[config.mk]
export PLATFORM = sky130hd
export DESIGN_NAME = uart_rx_frame
export DESIGN_NICKNAME = d
export VERILOG_FILES = /design/src/rtl/uart_rx_frame.sv
export SDC_FILE = /design/constraint.sdc
export NUM_CORES = 1
export LEC_CHECK = 0
export CORE_MARGIN = 1
export CORE_UTILIZATION = 55
export DETAILED_ROUTE_END_ITERATION = 12
export GPL_TIMING_DRIVEN = 0
export MAX_ROUTING_LAYER = met4
export PLACE_DENSITY = 0.79
export SYNTH_ARGS = -nofsm -noshare
export SYNTH_HDL_FRONTEND = slang
export SYNTH_SLANG_ARGS = --single-unit
export TNS_END_PERCENT = 30
[constraint.sdc]
create_clock -name clk -period 3.23 [get_ports clk]
set_input_delay 0.646 -clock clk [delete_from_list [all_inputs] [get_ports clk]]
set_output_delay 0.646 -clock clk [all_outputs]
set_load 0.01 [all_outputs]
[src/rtl/uart_rx_frame.sv]
// uart_rx_frame
//   UART receive frame engine. Oversamples the serial line, deserializes
//   LSB-first data, checks an optional parity bit and validates the stop bit.
//   Each frame ends with exactly one single-cycle status pulse.
//
// Parameters
//   width       data bits per frame (>= 1)
//   oversample  clk cycles per bit (even, >= 4)
//
// Ports
//   clk            system clock, rising edge
//   rst            synchronous reset, active-high
//   rx_in          serial line, idle high, already synchronized
//   parity_enable  1 = frame carries a parity bit after the data
//   parity_type    0 = even (expected = ^data), 1 = odd (expected = ~^data)
//   data_out       last good word, held between frames
//   data_valid     pulse: word accepted
//   parity_error   pulse: parity mismatch
//   stop_error     pulse: stop bit sampled low (wins over parity_error)
//   busy           high while a frame is in progress
//
// Optional feature (macro UART_RX_MAJORITY_VOTE_EN)
//   Defined: each bit is the 2-of-3 majority of the samples at
//   oversample/2-1, oversample/2 and oversample/2+1; the decision is taken at
//   oversample/2+1. Undefined: single sample at oversample/2.

module uart_rx_frame #(
    parameter int unsigned width      = 8,
    parameter int unsigned oversample = 8
) (
    input  logic             clk,
    input  logic             rst,
    input  logic             rx_in,
    input  logic             parity_enable,
    input  logic             parity_type,
    output logic [width-1:0] data_out,
    output logic             data_valid,
    output logic             parity_error,
    output logic             stop_error,
    output logic             busy
);

    localparam int unsigned CntW = $clog2(oversample);
    localparam int unsigned BitW = (width > 1) ? $clog2(width) : 1;

    typedef enum logic [2:0] {
        StIdle,
        StStart,
        StData,
        StParity,
        StStop
    } state_e;

    state_e            state_q;
    logic [CntW-1:0]   edge_cnt_q;
    logic [BitW-1:0]   bit_cnt_q;
    logic [width-1:0]  shift_q;
    logic [width-1:0]  data_out_q;
    logic              par_en_q;
    logic              par_type_q;
    logic              par_err_q;
    logic              data_valid_q;
    logic              parity_error_q;
    logic              stop_error_q;
    logic              busy_q;

    logic              bit_val;
    logic              at_decide;
    logic              at_wrap;
    logic              last_bit;
    logic              exp_parity;

`ifdef UART_RX_MAJORITY_VOTE_EN
    localparam int unsigned DecideCnt = oversample / 2 + 1;

    // early_q[0]: sample at oversample/2-1, early_q[1]: sample at oversample/2
    logic [1:0] early_q;

    always_comb begin
        bit_val = (early_q[0] & early_q[1]) | (early_q[0] & rx_in) | (early_q[1] & rx_in);
    end
`else
    localparam int unsigned DecideCnt = oversample / 2;

    always_comb begin
        bit_val = rx_in;
    end
`endif

    always_comb begin
        at_decide  = (edge_cnt_q == CntW'(DecideCnt));
        at_wrap    = (edge_cnt_q == CntW'(oversample - 1));
        last_bit   = (bit_cnt_q == BitW'(width - 1));
        exp_parity = par_type_q ? ~^shift_q : ^shift_q;
    end

    always_ff @(posedge clk) begin
        if (rst) begin
            state_q        <= StIdle;
            edge_cnt_q     <= '0;
            bit_cnt_q      <= '0;
            shift_q        <= '0;
            data_out_q     <= '0;
            par_en_q       <= 1'b0;
            par_type_q     <= 1'b0;
            par_err_q      <= 1'b0;
            data_valid_q   <= 1'b0;
            parity_error_q <= 1'b0;
            stop_error_q   <= 1'b0;
            busy_q         <= 1'b0;
`ifdef UART_RX_MAJORITY_VOTE_EN
            early_q        <= '0;
`endif
        end else begin
            // Status outputs are single-cycle pulses.
            data_valid_q   <= 1'b0;
            parity_error_q <= 1'b0;
            stop_error_q   <= 1'b0;

            if (state_q == StIdle) begin
                edge_cnt_q <= '0;
                if (!rx_in) begin
                    // Frame options are frozen for the whole frame here.
                    state_q    <= StStart;
                    bit_cnt_q  <= '0;
                    par_en_q   <= parity_enable;
                    par_type_q <= parity_type;
                    par_err_q  <= 1'b0;
                    busy_q     <= 1'b1;
                end
            end else begin
                if (at_wrap) begin
                    edge_cnt_q <= '0;
                end else begin
                    edge_cnt_q <= edge_cnt_q + CntW'(1);
                end

`ifdef UART_RX_MAJORITY_VOTE_EN
                if (edge_cnt_q == CntW'(oversample / 2 - 1)) begin
                    early_q[0] <= rx_in;
                end
                if (edge_cnt_q == CntW'(oversample / 2)) begin
                    early_q[1] <= rx_in;
                end
`endif

                case (state_q)
                    StStart: begin
                        if (at_decide && bit_val) begin
                            // Start bit did not hold low: treat as a glitch.
                            state_q    <= StIdle;
                            edge_cnt_q <= '0;
                            busy_q     <= 1'b0;
                        end else if (at_wrap) begin
                            state_q <= StData;
                        end
                    end
                    StData: begin
                        if (at_decide) begin
                            shift_q <= {bit_val, shift_q[width-1:1]};
                        end
                        if (at_wrap) begin
                            if (last_bit) begin
                                bit_cnt_q <= '0;
                                state_q   <= par_en_q ? StParity : StStop;
                            end else begin
                                bit_cnt_q <= bit_cnt_q + BitW'(1);
                            end
                        end
                    end
                    StParity: begin
                        if (at_decide) begin
                            par_err_q <= (bit_val != exp_parity);
                        end
                        if (at_wrap) begin
                            state_q <= StStop;
                        end
                    end
                    StStop: begin
                        // Leave at the decision point so back-to-back frames
                        // can start during the remainder of the stop bit.
                        if (at_decide) begin
                            state_q    <= StIdle;
                            edge_cnt_q <= '0;
                            busy_q     <= 1'b0;
                            if (!bit_val) begin
                                stop_error_q <= 1'b1;
                            end else if (par_err_q) begin
                                parity_error_q <= 1'b1;
                            end else begin
                                data_valid_q <= 1'b1;
                                data_out_q   <= shift_q;
                            end
                        end
                    end
                    default: begin
                        state_q <= StIdle;
                        busy_q  <= 1'b0;
                    end
                endcase
            end
        end
    end

    always_comb begin
        data_out     = data_out_q;
        data_valid   = data_valid_q;
        parity_error = parity_error_q;
        stop_error   = stop_error_q;
        busy         = busy_q;
    end

endmodule

==> impl_metrics.ini <==
[power_and_ir_drop]
seq_power_share = 0.584
p_int_mw = 0.5273
peakVddDrop_mv = 0.3516
power.share.clock = 0.349
power_density_nw_per_um2 = 405.6
combPwrFrac = 0.067
sw_frac_of_total = 0.2361
power_leakage_nw = 0.6841
switching_power_mw = 0.1629

[die]
start_util = 0.5874
io_pins = 17
die_area_um2 = 2855
fp-row-count = 18
die_w_um = 53.44
coreArea_um2 = 2477
die_h_um = 53.44

[clocking]
path_clk_slew_ns = 0.10
ctsHoldBuffers = 0
htreeDepth = 2
cts_setup_buffers = 0
root_buffer = clkbuf_4
clock-sinks = 32
tritoncts = built
cts-resized-gates = 0
numCtsBuffers = 5
clkLatencyLatePin_ns = 0.34
cts_max_path_buffers = 2

[timing]
final_max_slew_viol_count = 0
final.min_clock_period_ns = 1.932
max_freq_mhz = 517.6
fin_crit_sh = 0.5981
timing.setup.tns_ns = 0
worst_slew_pin_slew_ns = 0.5060
slew_headroom = 0.6616
hold_viol_final = 0
setup_viol = 0
fin_ws_ns = 1.298
worst_clock_skew_ns = 0.007633
rsz0062_at_grt = false

[logic_synthesis]
synth-warning-count = 0
ys_types = 38
synth_nets = 160
ys_seq_area_frac = 0.4402
synth_area_um2 = 1455
synthCells = 150
syn_avg_cell_area_um2 = 9.701
synth-seq-cells = 32

[drt]
vias = 1126
route.antenna.remaining_nets = 0
via_per_inst = 5.547
firstDrtPassIters = 5
drt_iter0_drc = 24
remaining_drc_errors = 0
wl_um = 2822
wire_per_inst_um = 13.90

[setup_path]
cp_top_family = buffers and inverters
critical-path-max-stage-delay_ns = 0.57
path_cells = clkdlybuf4s50_1
critPathBufInv = 1
end_kind = primary output
slowest_stage = clkdlybuf4s50_1
setup.worst_path.start_class = register
criticalPathCategory = register to primary output
critPathMaxFanout = 4
required_ns = 2.58
cp.arrival_ns = 1.29

[layout]
nets = 182
fill_cells = 198
drive_above_1_share = 0.08671
antennaDiodeCount = 0
register_area_um2 = 640.6
multiInputGateArea_um2 = 764.5
area.growth.synth_to_final_pct = 16.94

[global_routing]
antenna_found_initial = 0
grt.total_usage = 0.2466
grt_pass1_vias = 1038
grt_max_degree = 11
grt_pass1_wl_um = 4698
grt-ovfl-total = 0

[placed_design]
routabilityCongestion = 0.7780
dp_slack_ns = 1.031
hpwl_um = 1996
port_buffers = 15

[run]
max-cap-violations = 0

[run_status]
status = complete, no violations

[min_path]
min_path_type = register to register
-- cell usage after synthesis, drive strengths merged --
cell type   n  share of area
a211o       1         0.0060
a21oi       5          0.017
a22oi       2          0.010
a311oi      1         0.0060
and2        1         0.0043
and3        1         0.0043
and4b       1         0.0069
buf         6          0.024
clkbuf      1         0.0026
dfxtp      32           0.44
ha          5          0.043
inv         3         0.0077
mux2i      19           0.13
nand2       6          0.015
nand2b      3          0.013
nand3       5          0.021
nand4       1         0.0086
nand4b      1         0.0060
nor2       28          0.074
nor2b       3          0.013
nor3        3          0.018
nor3b       4          0.021
nor4        2          0.013
nor4b       1         0.0060
o211ai      2          0.010
o21a        1         0.0052
o21ai       3          0.010
or3         1         0.0043
or4b        1         0.0069
xnor2       6          0.036
xnor3       1          0.015
-- cells in the final DEF (no fill, tap or decap), types with 3 or more instances in the layout --
| cell | n |
|---|---|
| nand2b_1 | 3 |
| clkbuf_4 | 5 |
| clkbuf_1 | 3 |
| nand3_1 | 4 |
| buf_4 | 3 |
| a21oi_1 | 5 |
| inv_1 | 3 |
| xnor2_1 | 6 |
| nor2_1 | 27 |
| dfxtp_1 | 32 |
| nand2_1 | 6 |
| mux2i_1 | 19 |
| ha_1 | 5 |
| nor2b_1 | 3 |
| nor3b_1 | 4 |
| clkdlybuf4s50_1 | 15 |
-- worst paths after layout --
check                  end  slack, ns  depth (start not counted)           from
max reg2reg     shift_q[6]       1.60                          6  edge_cnt_q[0]
min reg2reg  edge_cnt_q[0]       0.47                          1  edge_cnt_q[0]
max                   busy       1.30                          1           busy
min          edge_cnt_q[0]       0.47                          1  edge_cnt_q[0]
-- cells by family after synthesis --
family / after synthesis / share of synthesized area
AND/OR/NAND/NOR: 62 / 0.2348
multiplexers: 19 / 0.1307
AO/OA/AOI/OAI: 15 / 0.06534
adder cells (fa/ha/maj): 5 / 0.04299
buffers and inverters: 10 / 0.03439
flip-flops: 32 / 0.4402
XOR/XNOR: 7 / 0.05159
-- routing by layer --
metal  routed length [µm]  track usage
met2                 1372       0.3729
met1                 1259       0.2947
met5                    0            -
met3                  143      0.08621
met4                   48       0.1053
-- worst register-to-register path: stages (launching register included) --
cell and delay, ns:
dfxtp_1 0.34, inv_1 0.07, ha_1 0.21, nand3_2 0.14
nor3_4 0.43, mux2i_1 0.27, nor2_1 0.05
-- area by class of cell --
| type | count | share of cell area |
|---|---|---|
| buffer | 7 | 0.02279 |
| clock buffer | 8 | 0.03456 |
| inverter | 3 | 0.006618 |
| multi-input combinational | 108 | 0.4493 |
| sequential | 32 | 0.3765 |
| tap | 30 | 0.02206 |
| timing repair buffer | 15 | 0.08824 |
-- registers in the layout (all words and copies together), names as in the netlist, 3 cells and up --
signal	count
data_out	8
shift_q	8
bit_cnt_q	3
edge_cnt_q	3
state_q	3
-- power by group through the flow --
stage	sequential [mW]	combinational, mW	clock [mW]
2_1_floorplan	0.412	0.0313	0
3_3_place_gp	0.412	0.0441	0
3_5_place_dp	0.413	0.0456	0
4_1_cts	0.404	0.0459	0.248
5_1_grt	0.404	0.0497	0.262
6_report	0.403	0.0459	0.241
-- through the flow --
| stage | hold WS (ns) | util | std cells | area (µm²) | total power, mW |
|---|---|---|---|---|---|
| 2_1_floorplan | 0.4281 | - | 150 | 1455 | 0.4436 |
| 3_3_place_gp | 0.4374 | 0.6631 | 195 | 1643 | 0.4564 |
| 3_5_place_dp | 0.4500 | 0.6631 | 195 | 1643 | 0.4585 |
| 4_1_cts | 0.4641 | 0.6869 | 203 | 1702 | 0.6977 |
| 5_1_grt | 0.4885 | 0.6869 | 203 | 1702 | 0.7155 |
| 6_report | 0.4654 | 0.6869 | 203 | 1702 | 0.6902 |
Note: power is estimated with default switching activity, not from simulation.
